**src/rtl/alu_4bit_scan_ctrl.sv**
```systemverilog
// Exhaustive 2048-vector self-test of an external 4-bit ALU; SETTLE_CYCLES+2 clocks per vector.
// Optional ALU_SCAN_STOP_ON_FAIL_EN: end the scan at the first mismatching vector.
module alu_4bit_scan_ctrl #(
   parameter int unsigned SETTLE_CYCLES = 1
) (
   input  logic        clk,
   input  logic        rst,
   input  logic        start,
   input  logic        abort,
   output logic [3:0]  alu_a,
   output logic [3:0]  alu_b,
   output logic [2:0]  alu_opcode,
   input  logic [3:0]  alu_result,
   input  logic        alu_zero,
   output logic        busy,
   output logic        done,
   output logic        pass,
   output logic [11:0] fail_count,
   output logic [10:0] first_fail_vec,
   output logic [3:0]  first_fail_result,
   output logic        first_fail_zero
);

   localparam logic [2:0] ST_IDLE  = 3'd0;
   localparam logic [2:0] ST_DRIVE = 3'd1;
   localparam logic [2:0] ST_WAIT  = 3'd2;
   localparam logic [2:0] ST_CHECK = 3'd3;
   localparam logic [2:0] ST_DONE  = 3'd4;

   localparam logic [3:0] SETTLE_LAST = (SETTLE_CYCLES == 0) ? 4'd0 : 4'(SETTLE_CYCLES - 1);

   logic [2:0]  state;
   logic [2:0]  state_nxt;
   logic [10:0] vec;
   logic [3:0]  wait_cnt;
   logic [3:0]  golden_res;
   logic        golden_zero;
   logic        mismatch;
   logic        last_vec;
   logic        stop_scan;
   logic        start_scan;

   always_comb begin
      golden_res = 4'd0;
      case (alu_opcode)
         3'b000:  golden_res = alu_a + alu_b;
         3'b001:  golden_res = alu_a - alu_b;
         3'b010:  golden_res = alu_a & alu_b;
         3'b011:  golden_res = alu_a | alu_b;
         3'b100:  golden_res = alu_a ^ alu_b;
         3'b101:  golden_res = {3'b000, (alu_a == alu_b)};
         3'b110:  golden_res = {3'b000, (alu_a < alu_b)};
         default: golden_res = 4'd0;
      endcase
   end

   assign golden_zero = (golden_res == 4'd0);
   assign mismatch    = (alu_result != golden_res) || (alu_zero != golden_zero);
   assign last_vec    = (vec == 11'h7FF);

`ifdef ALU_SCAN_STOP_ON_FAIL_EN
   assign stop_scan = last_vec || mismatch;
`else
   assign stop_scan = last_vec;
`endif

   assign busy = (state == ST_DRIVE) || (state == ST_WAIT) || (state == ST_CHECK);
   assign done = (state == ST_DONE);
   assign pass = done && (fail_count == 12'd0);

   // abort also suppresses a simultaneous start from IDLE/DONE
   assign start_scan = ((state == ST_IDLE) || (state == ST_DONE)) && start && !abort;

   always_comb begin
      state_nxt = state;
      case (state)
         ST_IDLE, ST_DONE: begin
            if (start_scan) state_nxt = ST_DRIVE;
         end
         ST_DRIVE: begin
            if (abort)                   state_nxt = ST_IDLE;
            else if (SETTLE_CYCLES == 0) state_nxt = ST_CHECK;
            else                         state_nxt = ST_WAIT;
         end
         ST_WAIT: begin
            if (abort)                 state_nxt = ST_IDLE;
            else if (wait_cnt == 4'd0) state_nxt = ST_CHECK;
         end
         ST_CHECK: begin
            if (abort)          state_nxt = ST_IDLE;
            else if (stop_scan) state_nxt = ST_DONE;
            else                state_nxt = ST_DRIVE;
         end
         default: state_nxt = ST_IDLE;
      endcase
   end

   always_ff @(posedge clk or posedge rst) begin
      if (rst) begin
         state             <= ST_IDLE;
         vec               <= 11'd0;
         wait_cnt          <= 4'd0;
         alu_a             <= 4'd0;
         alu_b             <= 4'd0;
         alu_opcode        <= 3'd0;
         fail_count        <= 12'd0;
         first_fail_vec    <= 11'd0;
         first_fail_result <= 4'd0;
         first_fail_zero   <= 1'b0;
      end else begin
         state <= state_nxt;

         if (start_scan) begin
            vec               <= 11'd0;
            fail_count        <= 12'd0;
            first_fail_vec    <= 11'd0;
            first_fail_result <= 4'd0;
            first_fail_zero   <= 1'b0;
         end

         if (state == ST_DRIVE) begin
            alu_opcode <= vec[10:8];
            alu_a      <= vec[7:4];
            alu_b      <= vec[3:0];
            wait_cnt   <= SETTLE_LAST;
         end

         if ((state == ST_WAIT) && (wait_cnt != 4'd0)) begin
            wait_cnt <= wait_cnt - 4'd1;
         end

         if ((state == ST_CHECK) && !abort) begin
            if (mismatch) begin
               fail_count <= fail_count + 12'd1;
               if (fail_count == 12'd0) begin
                  first_fail_vec    <= vec;
                  first_fail_result <= alu_result;
                  first_fail_zero   <= alu_zero;
               end
            end
            if (!stop_scan) vec <= vec + 11'd1;
         end
      end
   end

endmodule

```
**config.mk**
```make
export PLATFORM = sky130hd
export DESIGN_NAME = alu_4bit_scan_ctrl
export DESIGN_NICKNAME = d
export VERILOG_FILES = /design/src/rtl/alu_4bit_scan_ctrl.sv
export SDC_FILE = /design/constraint.sdc
export NUM_CORES = 1
export LEC_CHECK = 0
export ABC_AREA = 0
export CAP_MARGIN = 20
export CORE_MARGIN = 2
export CORE_UTILIZATION = 42
export CTS_CLUSTER_DIAMETER = 200
export DETAILED_ROUTE_END_ITERATION = 6
export PLACE_DENSITY_LB_ADDON = 0.05
export SLEW_MARGIN = 20
export SYNTH_ARGS = -nofsm -noshare
export SYNTH_HDL_FRONTEND = slang
export SYNTH_SLANG_ARGS = --single-unit
```
**constraint.sdc**
```tcl
create_clock -name clk -period 6.4 [get_ports clk]
set_input_delay 0.64 -clock clk [delete_from_list [all_inputs] [get_ports clk]]
set_output_delay 0.64 -clock clk [all_outputs]
set_load 0.02 [all_outputs]
```
== Yosys cells after proc, flatten, opt, wreduce, memory -nomap -nowiden ==
Index checks and enable logic that the tools add are counted.

* Register bits after elaboration: 57
* Input bits: 9
* Word-level logic and storage cells: 82

* $add $sub $neg: 5
* $lt $le $gt $ge: 1
* Equality and inequality tests: 16
* Multiplexer cells: 28
* Bitwise gates (word level): 3
* Reductions and logical operators: 19

{| class="wikitable"
|+ Operators with widths
! kind !! number
|-
| 11-bit two-way mux || 7
|-
| 12-bit two-way mux || 3
|-
| 4-bit one-hot mux with 7 select lines || 1
|-
| 4-bit two-way mux || 6
|-
| 3-bit two-way mux || 5
|-
| 12-bit by 1-bit adder with 12-bit output (second input constant) || 1
|-
| 3-bit by 2-bit equality test with 1-bit output (second input constant) || 4
|-
| 3-bit equality test (second input constant) || 4
|-
| 12-bit logical NOT || 1
|-
| 3-bit one-hot mux with 4 select lines || 1
|-
| 11-bit by 1-bit adder with 11-bit output (second input constant) || 1
|-
| 11-bit equality test (second input constant) || 1
|-
| 4-bit logical NOT || 2
|-
| 3-bit by 1-bit equality test with 1-bit output (second input constant) || 2
|-
| 3-bit logical NOT || 2
|-
| 1-bit logical AND || 5
|-
| 4-bit adder || 1
|-
| 4-bit AND || 1
|-
| 4-bit equality test || 1
|-
| 1-bit logical OR || 4
|-
| 4-bit less-than comparator || 1
|-
| 1-bit two-way mux || 4
|-
| 4-bit != test || 1
|-
| 4-bit bitwise OR || 1
|-
| 12 further kinds || 12
|}

== Logic depth before layout (Yosys ltp) ==
* Depth after elaboration: 8
* Depth in mapped cells: 13

== Worst setup path after synthesis ==
OpenSTA, ideal clock, no wires.

* Path type: reg2reg
* Start point: register alu_b[0]
* End point: register first_fail_vec[0]
* Setup time: 0.079 ns
* Data arrival time: 2.993 ns
* Required time: 6.321 ns
* Slack: 3.328 ns
* Cell stages (with the launch flop): 13
* Buffers on the path: 1
* Path through: dfrtp_1 -> ha_1 -> inv_1 -> fa_1 -> or3_1 -> a21oi_2 -> a311oi_2 -> xnor2_1 -> and4b_1 -> and4b_4 -> nor3_4 -> buf_8 -> mux2i_1

* Cells in the longest elaborated chain, start to end: 7

{| class="wikitable"
|+ RTL lines
! what !! line !! text
|-
| from (decl) || 11 || <nowiki>output logic [3:0] alu_b,</nowiki>
|-
| from (signal assigned) || 124 || <nowiki>alu_b <= vec[3:0];</nowiki>
|-
| 4-bit subtractor, or another cell as far along || 47 || <nowiki>3'b001: golden_res = alu_a - alu_b;</nowiki>
|-
| 4-bit one-hot mux with 7 select lines * || 45 || <nowiki>case (alu_opcode)</nowiki>
|-
| 4-bit logical NOT || 57 || <nowiki>assign golden_zero = (golden_res == 4'd0);</nowiki>
|-
| 1-bit != test || 58 || <nowiki>assign mismatch = (alu_result != golden_res) || (alu_zero != golden_zero);</nowiki>
|-
| 1-bit logical OR * || 58 ||
|-
| 11-bit two-way mux * || 133 || <nowiki>if (mismatch) begin</nowiki>
|-
| 11-bit two-way mux * || 132 || <nowiki>if ((state == ST_CHECK) && !abort) begin</nowiki>
|-
| to (signal assigned) || 136 || <nowiki>first_fail_vec <= vec;</nowiki>
|-
| to (decl) || 19 || <nowiki>output logic [10:0] first_fail_vec,</nowiki>
|}

Every way passes the cells marked *; elsewhere a longest branch is shown, timed or not.
A chain may end at the register's enable or synchronous reset.

== Worst setup path in the final report ==
* Start point: register alu_a[1]
* End point: register first_fail_vec[0]

* Cells in the longest elaborated chain, start to end: 7

{| class="wikitable"
|+ RTL lines
! what !! line !! text
|-
| from (decl) || 10 || <nowiki>output logic [3:0] alu_a,</nowiki>
|-
| from (signal assigned) || 123 || <nowiki>alu_a <= vec[7:4];</nowiki>
|-
| 4-bit subtractor, or another cell as far along || 47 ||
|-
| 4-bit one-hot mux with 7 select lines * || 45 ||
|-
| 4-bit logical NOT || 57 ||
|-
| 1-bit != test || 58 ||
|-
| 1-bit logical OR * || 58 ||
|-
| 11-bit two-way mux * || 133 ||
|-
| 11-bit two-way mux * || 132 ||
|}

Marks and branches as above.

==> summary by stage <==
Die
The count of pins on the block boundary is 51. The number of cell rows is 32. The initial utilization of the core area, before any placement, comes to 0.439. The floorplan step set the die height to 94.3 um.

The die covers roughly 8900 sq um. The core outline area is slightly below 8000 sq um. The width of the die is ~94 um.

Setup path
The reg-to-reg startpoint is alu_a[1]$_DFFE_PP0P_. The critical path ends at first_fail_vec[0]$_DFF_PP0_. The startpoint type of the worst setup path is a flip-flop. The critical setup path kind is reg2reg. The worst register-to-register path ends at first_fail_vec[0]$_DFF_PP0_. The most used cell along the critical path is sky130_fd_sc_hd__a21o_1. The critical path starts at alu_a[1]$_DFFE_PP0P_.

The slowest cell on the critical path is sky130_fd_sc_hd__nor3_4. The number of buffers and inverters on the critical path is 1. In this run the worst path has a maximum fanout of 16. The type of element capturing the critical path is a flip-flop. Traced cell by cell, the critical path runs through inv_1, ha_1, a21o_1, a21oi_1, mux2_2, o21ai_1, a211oi_1, a21o_1, nor3_4, mux2i_1.

The required time at the endpoint of the critical path is 6.66 ns. The depth of the worst register-to-register path is 10. The delay of the slowest cell on the worst path is a little under 0.9 ns. The data arrival time of the critical path is around 3.9 ns. The reg-to-reg setup timing slack is 2.75 ns. In this run the number of cells on the critical path is 10. Grouping stages by cell kind, the critical path spends the most delay in compound AO/OA/AOI/OAI gates.

Drt
In the routed design, unresolved DRC markers number 0. The number of nets still failing antenna checks after routing is 0. The routed via count is 2,809. Wires add up to 7.72 mm. The post-detailed-route via-to-cell ratio is around 5.3.

The total iterations of the first detailed-routing run is 4. After the first detailed-routing iteration, the DRC count stood at 120. In the final routed layout, each cell accounts on average for 14.5 um.

Synthesis
The area fraction of the dominant cell type after synthesis is 0.416. Counting every net in the synthesized netlist gives between 400 and 500. The number of distinct standard cells referenced by the synthesized netlist is 55. The largest total area in the synthesized netlist belongs to sky130_fd_sc_hd__dfrtp_1. The share of the Yosys chip area taken by registers is 0.416. The post-synthesis area per instance is between 9 and 10 sq um. The top flip-flop cell by instance count after synthesis is sky130_fd_sc_hd__dfrtp_1. The async set-or-reset flop fraction in the synthesized netlist is 1.00. The warning count from the yosys run is 0. After synthesis, the cell types taking the most area are sky130_fd_sc_hd__dfrtp_1 42%, sky130_fd_sc_hd__ha_1 5.8%, sky130_fd_sc_hd__nand2_1 5.4%, sky130_fd_sc_hd__mux2i_1 5.0%, sky130_fd_sc_hd__o21ai_0 4.5%. The post-synthesis cell count is roughly 380.

The synthesized design contains 57 register bits. Yosys mapped a number of flops with a built-in enable equal to 0. Summing every instance area after synthesis gives approximately 3400 sq um.

Timing
The share of the clock period used by the worst path is 0.570. The hold violation count in the final report is 0. Adding up every negative setup slack in the final design gives 0 ns. Timing would allow up to 274 MHz. The relative slew slack is 0.311. Setup repair after global routing left no endpoint under its margin. Setup violations remaining at the end of the flow were counted as 0. The setup clock skew after layout is roughly 0.0060 ns. The setup slack of the critical path after layout is between 2 and 3 ns. For the finished layout, the period the worst path requires is around 3.6 ns. At the pin with the least slew margin, the transition time is 1.03 ns. The final-report max-slew violation count is 0.

Run status
The run finished with clean final reports.

Power
For this design the static power due to leakage is ~0.0018 uW. Dividing total power by cell area gives a power density of 286 nW/um^2. The part of the total power dissipated in the clock network is 0.299. The part of the power in registers is 0.369. Summed over all nets, the switching power comes to about 420 uW. Of the total power, the share spent switching nets is 0.350.

The internal cell power is 780 uW. The worst-case IR drop observed on VDD is about 0.17 mV. Of the total power, combinational logic draws 0.332.

Clocking
Counting along the longest clock path gives a buffer depth of 2. At the later pin of the worst-skew pair, clock insertion delay measures 0.34 ns. The post-cts sizing count is 0. In this run the clock root is driven by a sky130_fd_sc_hd__clkbuf_8. TritonCTS built the clock tree. The clock transition at the registers of the reported paths is ~0.07 ns. The sink count of the clock tree is between 50 and 60. The count of H-tree levels built during CTS is 3. The CTS buffer count is 9.

After clock tree synthesis, the setup repair step added 0 buffers. The number of buffers inserted by hold repair at cts is 0.

Run
Max-cap violations in this run came to 0.

Global route
In the global route stage, overall resource usage came out at 0.190. The initial antenna violation count is 0. The largest net degree at the start of global routing is between 50 and 60. The via count of the first global-routing pass is approximately 2,700. The first global-routing pass estimated roughly 13 mm of wire.

After global routing the overflow that remains totals 0.

Hold path
The worst hold path class is reg2reg.

Final layout
After the last flow step, the layout net total stands at 451. Of the cells placed in the final design, the portion with a size suffix greater than 1 is 0.0746. The number of antenna diodes in the final layout is 0. The area overhead of the layout relative to synthesis is 22.6%. The library cells used most frequently in the layout, excluding fill and tap cells, are 57 x sky130_fd_sc_hd__dfrtp_1, 50 x sky130_fd_sc_hd__clkdlybuf4s50_1, 49 x sky130_fd_sc_hd__nand2_1. Leaving out fill and tap cells, the most frequent cell in the layout is sky130_fd_sc_hd__dfrtp_1. Counting the fill cells in the layout gives roughly 750. The utilization of the core after routing is 0.538.

Place
The HPWL after detailed placement is roughly 5.4 mm. Routability-driven placement finished with a final weighted congestion of approximately 0.83. Input and output buffers added on the ports amount to 50. The worst slack at placement is between 2 and 3 ns.
==> metal layers <==
layer,share of wire,up-vias,global-route usage
li1,-,1405,-
met1,0.50,1349,0.256
met2,0.46,48,0.305
met3,0.037,7,0.0511
met4,0.0089,0,0.0507
met5,0,-,0
==> power groups by stage <==
| stage | Sequential, uW | Clock (uW) | Combinational (uW) |
|---|---|---|---|
| 3_3_place_gp | 447 | 0 | 400 |
| 2_1_floorplan | 477 | 0 | 233 |
| 6_report | 443 | 359 | 399 |
| 3_5_place_dp | 450 | 0 | 402 |
| 5_1_grt | 450 | 386 | 445 |
| 4_1_cts | 444 | 368 | 403 |
==> cell type report <==
cell class | instances | area [sq um] | share of cell area
Clock buffer | 14 | 173 | 0.0411
Clock inverter | 2 | 35.0 | 0.00834
Inverter | 39 | 146 | 0.0348
Multi-Input combinational cell | 265 | 1780 | 0.423
Sequential cell | 57 | 1430 | 0.339
Tap cell | 102 | 128 | 0.0304
Timing Repair Buffer | 52 | 515 | 0.123
==> how the worst min path moves through the flow <==
stage / start / to / slack (ns) / cells past startpoint
after CTS: wait_cnt[0]$_DFFE_PP0P_ / wait_cnt[0]$_DFFE_PP0P_ / 0.51 / 1
after global placement: wait_cnt[0]$_DFFE_PP0P_ / wait_cnt[0]$_DFFE_PP0P_ / 0.50 / 1
after detailed placement: wait_cnt[0]$_DFFE_PP0P_ / wait_cnt[0]$_DFFE_PP0P_ / 0.49 / 1
after floorplan: wait_cnt[0]$_DFFE_PP0P_ / wait_cnt[0]$_DFFE_PP0P_ / 0.46 / 1
after global routing: wait_cnt[0]$_DFFE_PP0P_ / wait_cnt[0]$_DFFE_PP0P_ / 0.54 / 1
final: wait_cnt[0]$_DFFE_PP0P_ / wait_cnt[0]$_DFFE_PP0P_ / 0.50 / 1
==> flip-flops by register name (all words and copies together), names as in the netlist <==
signal / count
alu_a: 4
alu_b: 4
alu_opcode: 3
fail_count: 12
first_fail_result: 4
first_fail_vec: 11
first_fail_zero: 1
state: 3
vec: 11
wait_cnt: 4
==> cells in the mapped netlist, drive strengths merged, types with 6 or more instances <==
cell type and instances:
a211oi 6, mux2i 17, xnor2 9, nand2 49, o21ai 32, a21oi 8
dfrtp 57, inv 39, clkbuf 8, buf 7, nand3 9, nor2 23
ha 16, nor3 12
==> logic make-up (layout without fill, tap and decap cells) <==
group,Yosys count,in the layout,synth area share
and+or+nand+nor,139,139,0.207
AOI/OAI and AO/OA,76,76,0.149
DFF,57,57,0.416
buffers and inverters,54,107,0.0668
muxes,22,22,0.0661
adders and majority gates,18,18,0.0701
xor gates and xnor gates,10,10,0.0255
==> stage by stage <==
stage / std cells / instance area [sq um] / hold WS (ns) / total power [uW]
after floorplan: 376 / 3430 / 0.463 / 711
after global placement: 515 / 3990 / 0.495 / 847
after detailed placement: 515 / 3990 / 0.493 / 852
after CTS: 531 / 4200 / 0.509 / 1210
after global routing: 531 / 4200 / 0.538 / 1280
final: 531 / 4200 / 0.504 / 1200
(Power assumes the default switching activity.)
